[src/rtl/dff_rr_write_arbiter.sv]
// Round-robin write arbiter for a shared WIDTH-bit register: one grant per round, then a hold window.
// Optional even-parity output dout_par is enabled by defining DFF_ARB_PARITY_EN.
module dff_rr_write_arbiter #(
    parameter int unsigned WIDTH       = 8,
    parameter int unsigned HOLD_CYCLES = 2
) (
    input  logic               clk,
    input  logic               rst,
    input  logic [3:0]         req,
    input  logic [4*WIDTH-1:0] wdata,
    output logic [3:0]         gnt,
    output logic [WIDTH-1:0]   dout,
    output logic [1:0]         owner,
    output logic               valid
`ifdef DFF_ARB_PARITY_EN
    ,
    output logic               dout_par
`endif
);

    typedef enum logic [1:0] {StIdle, StGrant, StHold} state_e;

    // Guarded so HOLD_CYCLES == 0 never produces an underflowed load value.
    localparam logic [7:0] HOLD_LOAD = (HOLD_CYCLES > 0) ? 8'(HOLD_CYCLES - 1) : 8'd0;

    state_e           state;
    logic [1:0]       ptr;
    logic [7:0]       hold_cnt;
    logic [WIDTH-1:0] lane [4];
    logic [1:0]       win;
    logic [1:0]       idx;
    logic             found;

    for (genvar i = 0; i < 4; i++) begin : g_lane
        assign lane[i] = wdata[i*WIDTH +: WIDTH];
    end

    // First set request bit scanning from ptr upward, wrapping modulo 4.
    always_comb begin
        win   = '0;
        idx   = '0;
        found = 1'b0;
        for (int k = 0; k < 4; k++) begin
            idx = ptr + 2'(k);
            if (!found && req[idx]) begin
                win   = idx;
                found = 1'b1;
            end
        end
    end

    always_ff @(posedge clk) begin
        if (rst) begin
            state    <= StIdle;
            gnt      <= '0;
            dout     <= '0;
            owner    <= '0;
            ptr      <= '0;
            valid    <= 1'b0;
            hold_cnt <= '0;
`ifdef DFF_ARB_PARITY_EN
            dout_par <= 1'b0;
`endif
        end else begin
            unique case (state)
                StIdle: begin
                    if (|req) begin
                        state <= StGrant;
                        gnt   <= 4'b0001 << win;
                        dout  <= lane[win];
                        owner <= win;
                        ptr   <= win + 2'd1;
                        valid <= 1'b1;
`ifdef DFF_ARB_PARITY_EN
                        dout_par <= ^lane[win];
`endif
                    end
                end
                StGrant: begin
                    gnt <= '0;
                    if (HOLD_CYCLES > 0) begin
                        state    <= StHold;
                        hold_cnt <= HOLD_LOAD;
                    end else begin
                        state <= StIdle;
                    end
                end
                StHold: begin
                    if (hold_cnt == 8'd0) begin
                        state <= StIdle;
                    end else begin
                        hold_cnt <= hold_cnt - 8'd1;
                    end
                end
                default: state <= StIdle;
            endcase
        end
    end

endmodule

[config.mk]
export PLATFORM = sky130hd
export DESIGN_NAME = dff_rr_write_arbiter
export DESIGN_NICKNAME = d
export VERILOG_FILES = /design/src/rtl/dff_rr_write_arbiter.sv
export SDC_FILE = /design/constraint.sdc
export NUM_CORES = 1
export LEC_CHECK = 0
export CAP_MARGIN = 30
export CORE_MARGIN = 3
export CORE_UTILIZATION = 45
export CTS_CLUSTER_DIAMETER = 30
export DETAILED_ROUTE_END_ITERATION = 7
export DONT_BUFFER_PORTS = 1
export PLACE_DENSITY = 0.56
export SETUP_SLACK_MARGIN = 0.5
export SYNTH_ARGS = -nofsm -noshare
export SYNTH_HDL_FRONTEND = slang
export SYNTH_SLANG_ARGS = --single-unit
[constraint.sdc]
create_clock -name clk -period 2.8 [get_ports clk]
set_clock_uncertainty 0.2 [all_clocks]
set_input_delay 0.28 -clock clk [delete_from_list [all_inputs] [get_ports clk]]
set_output_delay 0.28 -clock clk [all_outputs]
set_load 0.01 [all_outputs]
==> metrics, run 1 <==
status=completed; routability cong.=between 0.7 and 0.8; die height=a little over 60 um; Yosys top cell area share=0.4068; Critical R2R Launch=ptr[1]; total CTS buffers=3; Wirelength per Cell=15.81 um; Via density=about 5.6; Multi-input gate area=a little over 700 um^2; Hold EP=dout[4]; Final nets=221; # clock sinks=27; CP Launch Type=register; post-CTS sizing=0; CP peak stage delay=around 0.56 ns; Global Route Usage Sum=0.1874; Power, Total=about 0.93 mW; worst path required time=between 2 and 3 ns; Setup Viol. Count Final=0; Die ar.=approximately 0.0036 mm^2; Post-synth EDFFs=0; leading area contributor after synthesis=dfxtp_1; final setup TNS=0 ns; Mapped Avg Cell Area=around 9 um^2; Clock Latency Late Sink=roughly 0.33 ns; DRC=0; flop-to-flop setup slack=between 0.6 and 0.7 ns; sequential area share after synthesis=0.4068; crit path buf inv count=0; crit end category=register; critical path's slowest cell=or4_4; share of cells above drive strength 1=0.05556; CP Cell Sequence=or4_4, nand2_2, mux2i_1, o221ai_1; Clock transition at path regs=around 0.16 ns; row count=19; Mapped Area=0.001329 mm^2; final period utilization=0.7746; Final Critical Period=between 2 and 2.5 ns; asr flop ratio synth=0; P_leak=between 0.6 and 0.7 nW; initial core utilization=0.4777; diode count=0; vias=~1200; hold path start=rst; first-pass GRT wire length=5.195 mm; distinct cell type count after synthesis=34; gr ovfl total=0; placed standard-cell area=around 0.0013 mm^2; Critical Setup Path Class=register to register; largest net degree at the start of global routing=21; FF/Latch Area=between 500 and 600 um^2; CTS tree=done; Cells after Synth=roughly 150; Synth area leaders=dfxtp_1 41%, mux2i_1 12%, nor2_1 5.9%; I/O pin total=between 50 and 60; flop and latch count out of synthesis=27; hold path depth=3; Syn. warnings=0; initial antenna violation count=0; post-layout util=0.6059; Slew @ Worst Pin=between 0.7 and 0.8 ns; Critical Path AT=approximately 2.2 ns; synth cell count leaders=27 x dfxtp_1, 21 x nor2_1, 18 x nand2_1, 16 x mux2i_1, 9 x o221ai_1; Core Region=approximately 0.0028 mm^2; R2R Path End=dout[3]; max frequency=approximately 0.46 GHz; final WL=between 3 and 4 mm; maximum VDD drop=between 0.4 and 0.5 mV; Syn Nets=about 190; vias in the first global route=approximately 1200; crit-path leading delay family=simple AND/OR/NAND/NOR gates; cell with the most instances after synthesis=dfxtp_1; Fillers=approximately 250; Final Cell Area=about 0.0017 mm^2; final hold violation count=0; H-tree levels=1; PD cells=549.4 mW/mm^2; worst hold path class=input port to register; area growth from synthesis to layout=26.84%; crit-path max FO=20; RSZ-0062 raised after global routing=false; clk buf depth=2; IO buf count=0; clk root buf=clkbuf_4; max-slew violations=0; Reg2Reg Depth=4; MaxCap Viol Count=0; number of routed nets with antenna violations=0; DP HPWL=1.985 mm; Post-synth top flop=dfxtp_1; Post-CTS Setup Bufs=0; drt pass-1 iters=4; chip width=a little over 60 um; initial DRC count=30; Slew headroom=0.5187
[metal layers]
| metal | part of all wire | global-route usage |
|---|---|---|
| met5 | 0 | 0 |
| met2 | 0.53 | 0.3179 |
| met3 | 0.037 | 0.04468 |
| met1 | 0.41 | 0.2263 |
| met4 | 0.022 | 0.07911 |
[power breakdown]
part           switching, mW  leakage, nW  internal, mW  total [mW]
sequential            0.0558        0.222         0.435       0.491
combinational          0.136        0.405         0.127       0.263
clock                  0.118       0.0177        0.0536       0.172
total                  0.310        0.644         0.616       0.926
[sequential cells by signal, indices dropped and copies added (netlist names)]
register	count
dout	8
hold_cnt	8
gnt	4
owner	2
ptr	2
state	2
valid	1
[logic make-up (layout without fill, tap and decap cells)]
group / after synthesis / count (layout) / synth area share
compound gates: 26 / 26 / 0.1497
xor+xnor: 5 / 5 / 0.03296
fa+ha+maj: 2 / 2 / 0.01883
buf+inv: 10 / 43 / 0.04707
flops: 27 / 27 / 0.4068
mux: 17 / 17 / 0.1290
simple gates: 60 / 60 / 0.2156
[worst max-delay path by stage]
stage	end	slack, ns	start	cells after the start
3_5_place_dp	dout[5]	0.71	ptr[0]	5
6_report	dout[3]	0.63	ptr[1]	4
3_3_place_gp	dout[6]	0.78	ptr[0]	5
2_1_floorplan	dout[0]	1.04	req[0]	6
4_1_cts	dout[1]	0.70	ptr[0]	5
5_1_grt	dout[7]	0.55	ptr[0]	5
[cells in the final DEF, fill, tap and decap left out, types with 3 or more instances in the layout]
cell / count
dlygate4sd3_1: 33
o21ai_0: 4
mux2i_1: 16
o221ai_1: 9
nor2_1: 21
nor2b_1: 4
nand3_1: 3
xnor2_1: 4
nand2_1: 18
dfxtp_1: 27
a21oi_1: 5
nand2b_1: 4
clkbuf_4: 3
inv_1: 6
[worst reg2reg max path: cells and delay by family (launching register included)]
kind            cells  cell delay [ns]
compound gates      1             0.15
flops               1             0.39
mux                 1             0.30
simple gates        2             1.01
[per-stage QoR]
step	hold slack (ns)	setup WS (ns)	instances
finish	0.1082	0.6310	211
global route	0.1023	0.5498	211
CTS	0.09447	0.7038	211
detailed placement	0.1497	0.7129	174
global placement	0.1468	0.7807	174
floorplan	0.1757	1.041	147
[repair_timing]
action	CTS	global route
hold endpoints to repair	23	0
endpoints found under the setup margin	0	0
hold buffers	33	0
[area by class of cell]
class                   count  share of cell area
repair buffers             33              0.1960
multi-input cells         110              0.4306
clock buffers               3             0.01336
inverters                   6             0.01336
well taps                  31             0.02301
flip-flops and latches     27              0.3207
clock inverters             1            0.002970
No activity file was read; power rests on OpenSTA's default activity.
==> run 2, diff against run 1 <==
- ABC_AREA: not set -> 1
- PLACE_DENSITY: 0.56 -> 0.58
- clock period: 2.8 -> 1.8 ns (I/O delays scaled with it)
==> run 2 against run 1 <==
Design area rose by 62%. Sequential share of layout area fell by 12 points. Combinational power rose to 13 times the previous value. Power rose to 5.2 times the previous value. Synthesized area rose by 28%. Critical path depth rose by 10. Count of clock-buffer cells in the layout did not move. The flow now finishes with violations (setup timing). Wire length rose by 71%.
==> metrics, run 2 <==
status=finished, violations left; failing checks=setup timing; crit-path max FO=8; Via density=5.322; number of routed nets with antenna violations=0; sequential area share after synthesis=0.3183; largest net degree at the start of global routing=18; asr flop ratio synth=0; CP Launch Type=register; share of cells above drive strength 1=0.4465; Setup Viol. Count Final=16; final period utilization=1.135; area growth from synthesis to layout=60.65%; hold path depth=4; Clock transition at path regs=between 0.1 and 0.15 ns; DRC=0; crit end category=register; maximum VDD drop=1.537 mV; flop and latch count out of synthesis=27; vias=between 1500 and 2000; Mapped Avg Cell Area=around 6.3 um^2; Core Region=between 0.003 and 0.004 mm^2; max-slew violations=0; Slew @ Worst Pin=0.5559 ns; distinct cell type count after synthesis=25; initial DRC count=~100; P_leak=1.267 nW; hold_ws=0.01283 ns; # clock sinks=27; Final nets=between 300 and 400; worst hold path class=input port to register; Yosys top cell area share=0.3183; Fillers=238; chip width=around 67 um; Final Critical Period=2.043 ns; IO buf count=0; max frequency=around 0.49 GHz; most frequent cells in the layout=38 x nor2_1, 34 x nand2_2, 33 x nand2_1, 26 x nand3_1, 26 x buf_4; gr ovfl total=0; total CTS buffers=3; vias in the first global route=roughly 1900; Post-synth top flop=dfxtp_1; cell with the most instances after synthesis=nand2_1; CTS tree=done; final hold violation count=0; first-pass GRT wire length=between 8 and 9 mm; Reg2Reg Depth=14; Mapped Area=between 0.0015 and 0.002 mm^2; Syn. warnings=0; synth cell count leaders=69 x nand2_1, 46 x nor2_1, 38 x nand3_1, 30 x inv_1, 27 x dfxtp_1; fin worst setup slack=-0.2425 ns; Synth area leaders=dfxtp_1 32%, nand2_1 15%, nand3_1 11%; Wirelength per Cell=between 15 and 20 um; row count=21; MaxCap Viol Count=0; Post-synth EDFFs=0; I/O pin total=53; final setup TNS=-2.807 ns; initial core utilization=0.4859; Critical Path AT=2.03 ns; Critical Setup Path Class=register to register; initial antenna violation count=0; commonest non-fill, non-tap cell in the layout=nor2_1; clk buf depth=2; final WL=approximately 5.7 mm; routability cong.=0.7936; Global Route Usage Sum=0.2435; DP HPWL=approximately 3.0 mm; Syn Nets=around 310; RSZ-0062 raised after global routing=true; leading area contributor after synthesis=dfxtp_1; Slew headroom=0.6294; PD cells=roughly 1800 mW/mm^2; Cells after Synth=approximately 270; die height=67.43 um; Die ar.=0.004546 mm^2; biggest regs=dout: 8 flops, hold_cnt: 8 flops, gnt: 4 flops; diode count=0; H-tree levels=1; worst path required time=~1.8 ns; drt pass-1 iters=4; clk root buf=clkbuf_8; post-layout util=0.7805; Clock Latency Late Sink=0.28 ns
## run 2: per-layer routing
layer	wire (um)	GRT usage	share of wire	up-vias
li1	-	-	-	972
met1	2180	0.2774	0.38	908
met2	2999	0.4589	0.52	87
met3	359	0.03993	0.063	18
met4	174	0.07342	0.030	0
met5	0	0	0	-
## run 2: report_power, final
part	leakage, nW	switching, mW	total [mW]	internal, mW
Sequential	0.226	0.213	0.998	0.785
Clock	0.0217	0.218	0.376	0.158
Combinational	1.02	1.86	3.43	1.57
Total	1.27	2.29	4.80	2.52
## run 2: kinds of logic (layout without fill, tap and decap cells)
logic type | Yosys count | count (layout) | share of synthesized area
and+or+nand+nor | 172 | 172 | 0.4554
buffers and inverters | 43 | 99 | 0.1201
DFF | 27 | 27 | 0.3184
AOI/OAI and AO/OA | 24 | 24 | 0.07591
xor gates and xnor gates | 3 | 3 | 0.01548
adders and majority gates | 2 | 2 | 0.01474
## run 2: critical path: stages (launching register included)
cell and delay (ns):
dfxtp_4 0.39, buf_6 0.13, nand2_2 0.06, nand2_2 0.06
nand2_2 0.09, nand2_4 0.08, nor2_4 0.19, nand3_2 0.12
nand3_4 0.16, buf_12 0.15, nand2_4 0.04, nand2_2 0.06
nor2_2 0.04, nor2_2 0.12, nor2_1 0.06
## run 2: final timing paths
kind | startpoint | end | slack (ns)
hold reg to reg | gnt[1] | gnt[1] | 0.32
setup reg to reg | ptr[0] | dout[1] | -0.24
setup / recovery | ptr[0] | dout[1] | -0.24
hold / removal | wdata[25] | dout[1] | 0.01
## run 2: repair_timing
action	4_1_cts	5_1_grt
pin swaps	4	32
hold buffers	21	2
resized for setup	43	66
buffers inserted	16	5
endpoints found under the setup margin	26	26
gates cloned	1	1
endpoints found under the hold margin	20	2
## run 2: stage by stage
step | instance area, um^2 | total power [mW] | setup slack [ns] | cells
3_3_place_gp | 1884 | 3.149 | -0.2237 | 323
5_1_grt | 2728 | 5.143 | -0.3981 | 373
3_5_place_dp | 1884 | 3.161 | -0.2214 | 323
6_report | 2728 | 4.805 | -0.2425 | 373
2_1_floorplan | 1753 | 2.607 | 0.003587 | 271
4_1_cts | 2435 | 4.160 | -0.1597 | 365
## run 2: area by class of cell
| cell class | count | area (um^2) | share of cell area |
|---|---|---|---|
| sequential | 27 | 556.8 | 0.2041 |
| tap | 46 | 57.56 | 0.02110 |
| inverter | 34 | 157.7 | 0.05780 |
| clock inverter | 1 | 7.507 | 0.002752 |
| clock buffer | 3 | 41.29 | 0.01514 |
| timing repair buffer | 61 | 628.1 | 0.2303 |
| multi-input combinational | 201 | 1279 | 0.4688 |
